==> src/rtl/rc5_decrypt.sv <==
// Iterative RC5-32 block decryptor: one full round per clock, one-cycle done pulse.
// The expanded key table and ciphertext are captured on the accepting edge.
module rc5_decrypt #(
  parameter int ROUNDS = 1
) (
  input  logic                          clk,
  input  logic                          reset,
  input  logic                          start,
  input  logic [32*(2*ROUNDS+2)-1:0]    S,
  input  logic [63:0]                   ct,
  output logic [63:0]                   pt,
  output logic                          busy,
  output logic                          done
);

  localparam int T = 2*ROUNDS + 2;

  typedef enum logic [1:0] {
    IDLE  = 2'd0,
    ROUND = 2'd1,
    FINAL = 2'd2
  } state_t;

  state_t              state_r, state_s;
  logic [3:0]          rnd_r, rnd_s;
  logic [31:0]         a_r, a_s;
  logic [31:0]         b_r, b_s;
  logic [32*T-1:0]     key_r, key_s;
  logic [63:0]         pt_r, pt_s;
  logic                busy_r, busy_s;
  logic                done_r, done_s;

  logic [31:0]         b_round_s;
  logic [31:0]         a_round_s;

  // Rotate right by the low five bits of the amount only.
  function automatic logic [31:0] rotr32(input logic [31:0] x, input logic [4:0] amt);
    logic [63:0] t;
    t = {x, x} >> amt;
    return t[31:0];
  endfunction

  // Table word select; the loop keeps the index width independent of T.
  function automatic logic [31:0] key_word(input logic [32*T-1:0] tbl, input logic [4:0] idx);
    logic [31:0] w;
    w = 32'd0;
    for (int k = 0; k < T; k++) begin
      w = (idx == 5'(k)) ? tbl[32*k +: 32] : w;
    end
    return w;
  endfunction

  assign b_round_s = rotr32(b_r - key_word(key_r, {rnd_r, 1'b1}), a_r[4:0]) ^ a_r;
  assign a_round_s = rotr32(a_r - key_word(key_r, {rnd_r, 1'b0}), b_round_s[4:0]) ^ b_round_s;

  // Next-state and datapath selection for the three-state sequencer.
  always_comb begin
    state_s = state_r;
    rnd_s   = rnd_r;
    a_s     = a_r;
    b_s     = b_r;
    key_s   = key_r;
    pt_s    = pt_r;
    busy_s  = busy_r;
    done_s  = 1'b0;
    case (state_r)
      IDLE: begin
        if (start) begin
          a_s     = ct[31:0];
          b_s     = ct[63:32];
          key_s   = S;
          rnd_s   = 4'(ROUNDS);
          busy_s  = 1'b1;
          state_s = ROUND;
        end else begin
          state_s = IDLE;
        end
      end
      ROUND: begin
        a_s   = a_round_s;
        b_s   = b_round_s;
        rnd_s = rnd_r - 4'd1;
        if (rnd_r == 4'd1) begin
          state_s = FINAL;
        end else begin
          state_s = ROUND;
        end
      end
      FINAL: begin
        pt_s    = {b_r - key_word(key_r, 5'd1), a_r - key_word(key_r, 5'd0)};
        done_s  = 1'b1;
        busy_s  = 1'b0;
        state_s = IDLE;
      end
      default: begin
        busy_s  = 1'b0;
        state_s = IDLE;
      end
    endcase
  end

  // State and datapath registers; reset aborts any operation in flight.
  always_ff @(posedge clk or negedge reset) begin
    if (!reset) begin
      state_r <= IDLE;
      rnd_r   <= 4'd0;
      a_r     <= 32'd0;
      b_r     <= 32'd0;
      key_r   <= '0;
      pt_r    <= 64'd0;
      busy_r  <= 1'b0;
      done_r  <= 1'b0;
    end else begin
      state_r <= state_s;
      rnd_r   <= rnd_s;
      a_r     <= a_s;
      b_r     <= b_s;
      key_r   <= key_s;
      pt_r    <= pt_s;
      busy_r  <= busy_s;
      done_r  <= done_s;
    end
  end

  assign pt   = pt_r;
  assign busy = busy_r;
  assign done = done_r;

endmodule

==> config.mk <==
export PLATFORM = sky130hd
export DESIGN_NAME = rc5_decrypt
export DESIGN_NICKNAME = d
export VERILOG_FILES = /design/src/rtl/rc5_decrypt.sv
export SDC_FILE = /design/constraint.sdc
export NUM_CORES = 1
export LEC_CHECK = 0
export ABC_AREA = 0
export CORE_MARGIN = 10
export CORE_UTILIZATION = 63
export CTS_CLUSTER_DIAMETER = 100
export DETAILED_ROUTE_END_ITERATION = 6
export PLACE_DENSITY = 0.84
export RECOVER_POWER = 50
export SETUP_SLACK_MARGIN = 0.4
export SYNTH_ARGS = -nofsm -noshare
export SYNTH_HDL_FRONTEND = slang
export SYNTH_SLANG_ARGS = --single-unit
==> constraint.sdc <==
create_clock -name clk -period 19.3 [get_ports clk]
set_input_delay 5.79 -clock clk [delete_from_list [all_inputs] [get_ports clk]]
set_output_delay 5.79 -clock clk [all_outputs]
set_load 0.03 [all_outputs]
==> impl_metrics.toml <==
[setup_path]
regToRegEndpoint = "a_r[5]"
r2r_start = "rnd_r[1]"
crit_fanout = 110
cp.required_ns = 18.43
path_buf_inv = 1
reg2reg_depth = 23
cp_slowest_stage_delay_ns = 4.40
cp_cell_sequence = "clkbuf_1"
crit_path_start_kind = "primary input"
arrival_ns = 10.40
cpMaxStageDelayCell = "clkbuf_1"
criticalPathCategory = "in2async"
path_delay_family = "buffers and inverters"
reg2reg_slack_ns = 10.60
endpoint_kind = "asynchronous set/reset pin"

[worst_hold_path]
hold-path-cell-count = 2
hold_class = "reg2reg"
worstHoldStart = "pt[8]"
min_to = "pt[8]"

[floorplan]
initial_core_util = 0.6417
floorplan.die_area_um2 = 45610
ios = 261
die_x_um = 213.6
die_h_um = 213.6
rows = 70
core_area_um2 = 36790

[clock_network]
clkLatencyLatePin_ns = 0.63
postCtsResizedCells = 0
cts_tree = "built"
cts-root-buf = "clkbuf_16"
clk_pin_slew_worst_paths_ns = 0.06
cts_hold_buf = 0
clkSinkCount = 264
clock_path_buffers = 3
cts_made_buffers = 31
postCtsSetupBuffers = 0
htree_levels = 1

[timing]
fin_crit_sh = 0.5838
slew-limit-headroom = -3.313
finalWorstSetupSlack_ns = 8.033
finClkSkew_ns = 0.03467
worst_pin_slew_ns = 6.469
setup_violations = 0
maxSlewViolCount = 307
max_freq_mhz = 88.76
fin_crit_ns = 11.27
hold_viol = 0
grt_setup_unrepaired = "no"
setup-tns-final_ns = 0

[outcome]
outcome = "finished, violations left"
violations = "capacitance limit, slew limit"

[detailed_routing]
wl_per_cell_um = 26.48
drc_errors = 0
dr.pass1.iters = 6
via_count = 26370
ant_nets = 0
drtIter0Drc = 3572
drt-total-wl_um = 96580
viasPerCell = 7.227

[logic_synthesis]
seq_area_frac_synth = 0.2799
synth-compound-area-share = 0.2775
muxShareOfSynthArea = 0.06859
ys_types = 99
synth-xor-area-share = 0.04749
synthCells = 2990
syn_area_um2 = 23610
synth_area_per_cell_um2 = 7.895
yosys.area_share.adder = 0.07071
synth-edff-count = 0
async_flop_share = 1.000
synth_nets = 3316
yosys.area_share.simple = 0.2115
yosysWarnings = 0
synth_top_family_by_area = "compound AO/OA/AOI/OAI gates"
synth_seq_cells = 264
synth-main-ff-cell = "dfrtp_1"

[layout]
layout_commonest_cell = "nand2_1"
drive_gt1_frac = 0.05943
n_antenna_cell = 0
finalNetCount = 3482
layout_common_cells = "552 x nand2_1, 263 x dfrtp_1, 258 x clkdlybuf4s50_1, 250 x o21ai_0, 185 x nor2_1"
postLayoutCoreUtil = 0.7507
area_delta_synth_final_pct = 16.98

[grt]
grt_pass1_vias = 26020
gr-total-overflow = 0
grt_pass1_wl_um = 146600
track_usage = 0.4095
grt_max_degree = 156
antenna_found_initial = 4

[placed_design]
dp_slack_ns = 10.55
hpwl_um = 71170
numPortBuffers = 260
gp_congestion = 1.028

[run]
maxCapViolations = 5
## registers in the layout, indices dropped and copies added (netlist names)
name,cells
state_r,2
b_r,32
pt,64
busy,1
done,1
key_r,128
a_r,32
rnd_r,4
## area by class of cell
class | count | area, um^2
multi-input cells | 2454 | 16000
fillers | 2505 | 9171
flip-flops and latches | 264 | 6608
repair buffers | 298 | 2872
clock buffers | 43 | 900.9
well taps | 468 | 585.6
inverters | 107 | 401.6
clock inverters | 14 | 244.0
## synthesized netlist by cell type, types with 8 or more instances
| master | n | area share |
|---|---|---|
| buf_2 | 8 | 0.0017 |
| mux4_2 | 22 | 0.021 |
| o211ai_1 | 23 | 0.0073 |
| or2_2 | 15 | 0.0040 |
| xor2_1 | 53 | 0.020 |
| and3_1 | 47 | 0.012 |
| nand4_1 | 11 | 0.0029 |
| a22o_1 | 12 | 0.0045 |
| a221o_1 | 14 | 0.0059 |
| o32ai_1 | 9 | 0.0033 |
| nor2_1 | 188 | 0.030 |
| nand3_1 | 77 | 0.016 |
| nor3b_1 | 8 | 0.0025 |
| a21oi_1 | 151 | 0.032 |
| clkbuf_1 | 127 | 0.020 |
| o21a_1 | 29 | 0.0092 |
| o21bai_1 | 10 | 0.0032 |
| a221oi_1 | 23 | 0.0085 |
| and2_1 | 30 | 0.0080 |
| a22oi_1 | 99 | 0.031 |
| dfrtp_1 | 264 | 0.28 |
| or3_1 | 26 | 0.0069 |
| ha_1 | 127 | 0.067 |
| a32oi_1 | 23 | 0.0085 |
| o211a_1 | 8 | 0.0034 |
| nor2b_1 | 15 | 0.0040 |
| nor3_1 | 59 | 0.013 |
| a211o_1 | 12 | 0.0045 |
| a2111oi_0 | 14 | 0.0052 |
| o311ai_0 | 8 | 0.0030 |
| o31ai_1 | 26 | 0.0083 |
| mux2i_1 | 92 | 0.039 |
| mux2_2 | 18 | 0.0086 |
| buf_1 | 28 | 0.0045 |
| a21o_1 | 51 | 0.016 |
| nand2b_1 | 30 | 0.0080 |
| o21ai_0 | 250 | 0.053 |
| a31oi_1 | 29 | 0.0077 |
| nor4_1 | 9 | 0.0024 |
| a31o_2 | 11 | 0.0041 |
| nand2_1 | 553 | 0.088 |
| inv_1 | 105 | 0.017 |
| a211oi_1 | 36 | 0.011 |
| xnor2_1 | 75 | 0.028 |
| o22ai_1 | 16 | 0.0042 |
## cells by family after synthesis
kind of cell,count (synthesis)
compound gates,957
buf+inv,272
fa+ha+maj,131
xor+xnor,128
mux,132
flops,264
simple gates,1106
## worst max path at each step
stage                         from         to  slack [ns]  depth (start not counted)
after floorplan              start   rnd_r[0]       12.00                          6
after global placement       start    a_r[26]       10.63                          7
after detailed placement     start    a_r[11]       10.55                          6
after CTS                 rnd_r[1]    a_r[27]       10.93                         22
after global routing         reset  key_r[21]        7.22                          1
final                        reset     pt[23]        8.03                          1
## per-layer routing
layer | vias to the layer above | GRT usage | part of all wire | wire [um]
li1 | 11350 | - | - | -
met5 | - | 0 | 0.00026 | 25
met4 | 4 | 0.3197 | 0.088 | 8477
met3 | 546 | 0.09549 | 0.11 | 10610
met1 | 12460 | 0.4671 | 0.35 | 33350
met2 | 2009 | 0.6565 | 0.46 | 44110
## per-stage QoR
step,cell area [um^2],hold WS (ns),std cells
2_1_floorplan,23610,0.4461,2990
3_3_place_gp,26500,0.4499,3591
3_5_place_dp,26500,0.4566,3591
4_1_cts,27650,0.4686,3648
5_1_grt,27610,0.4943,3648
6_report,27610,0.4635,3648
Power is left out: the tool's default activity adds up to more than one toggle a clock period on the data nets, which glitch-free logic cannot reach.
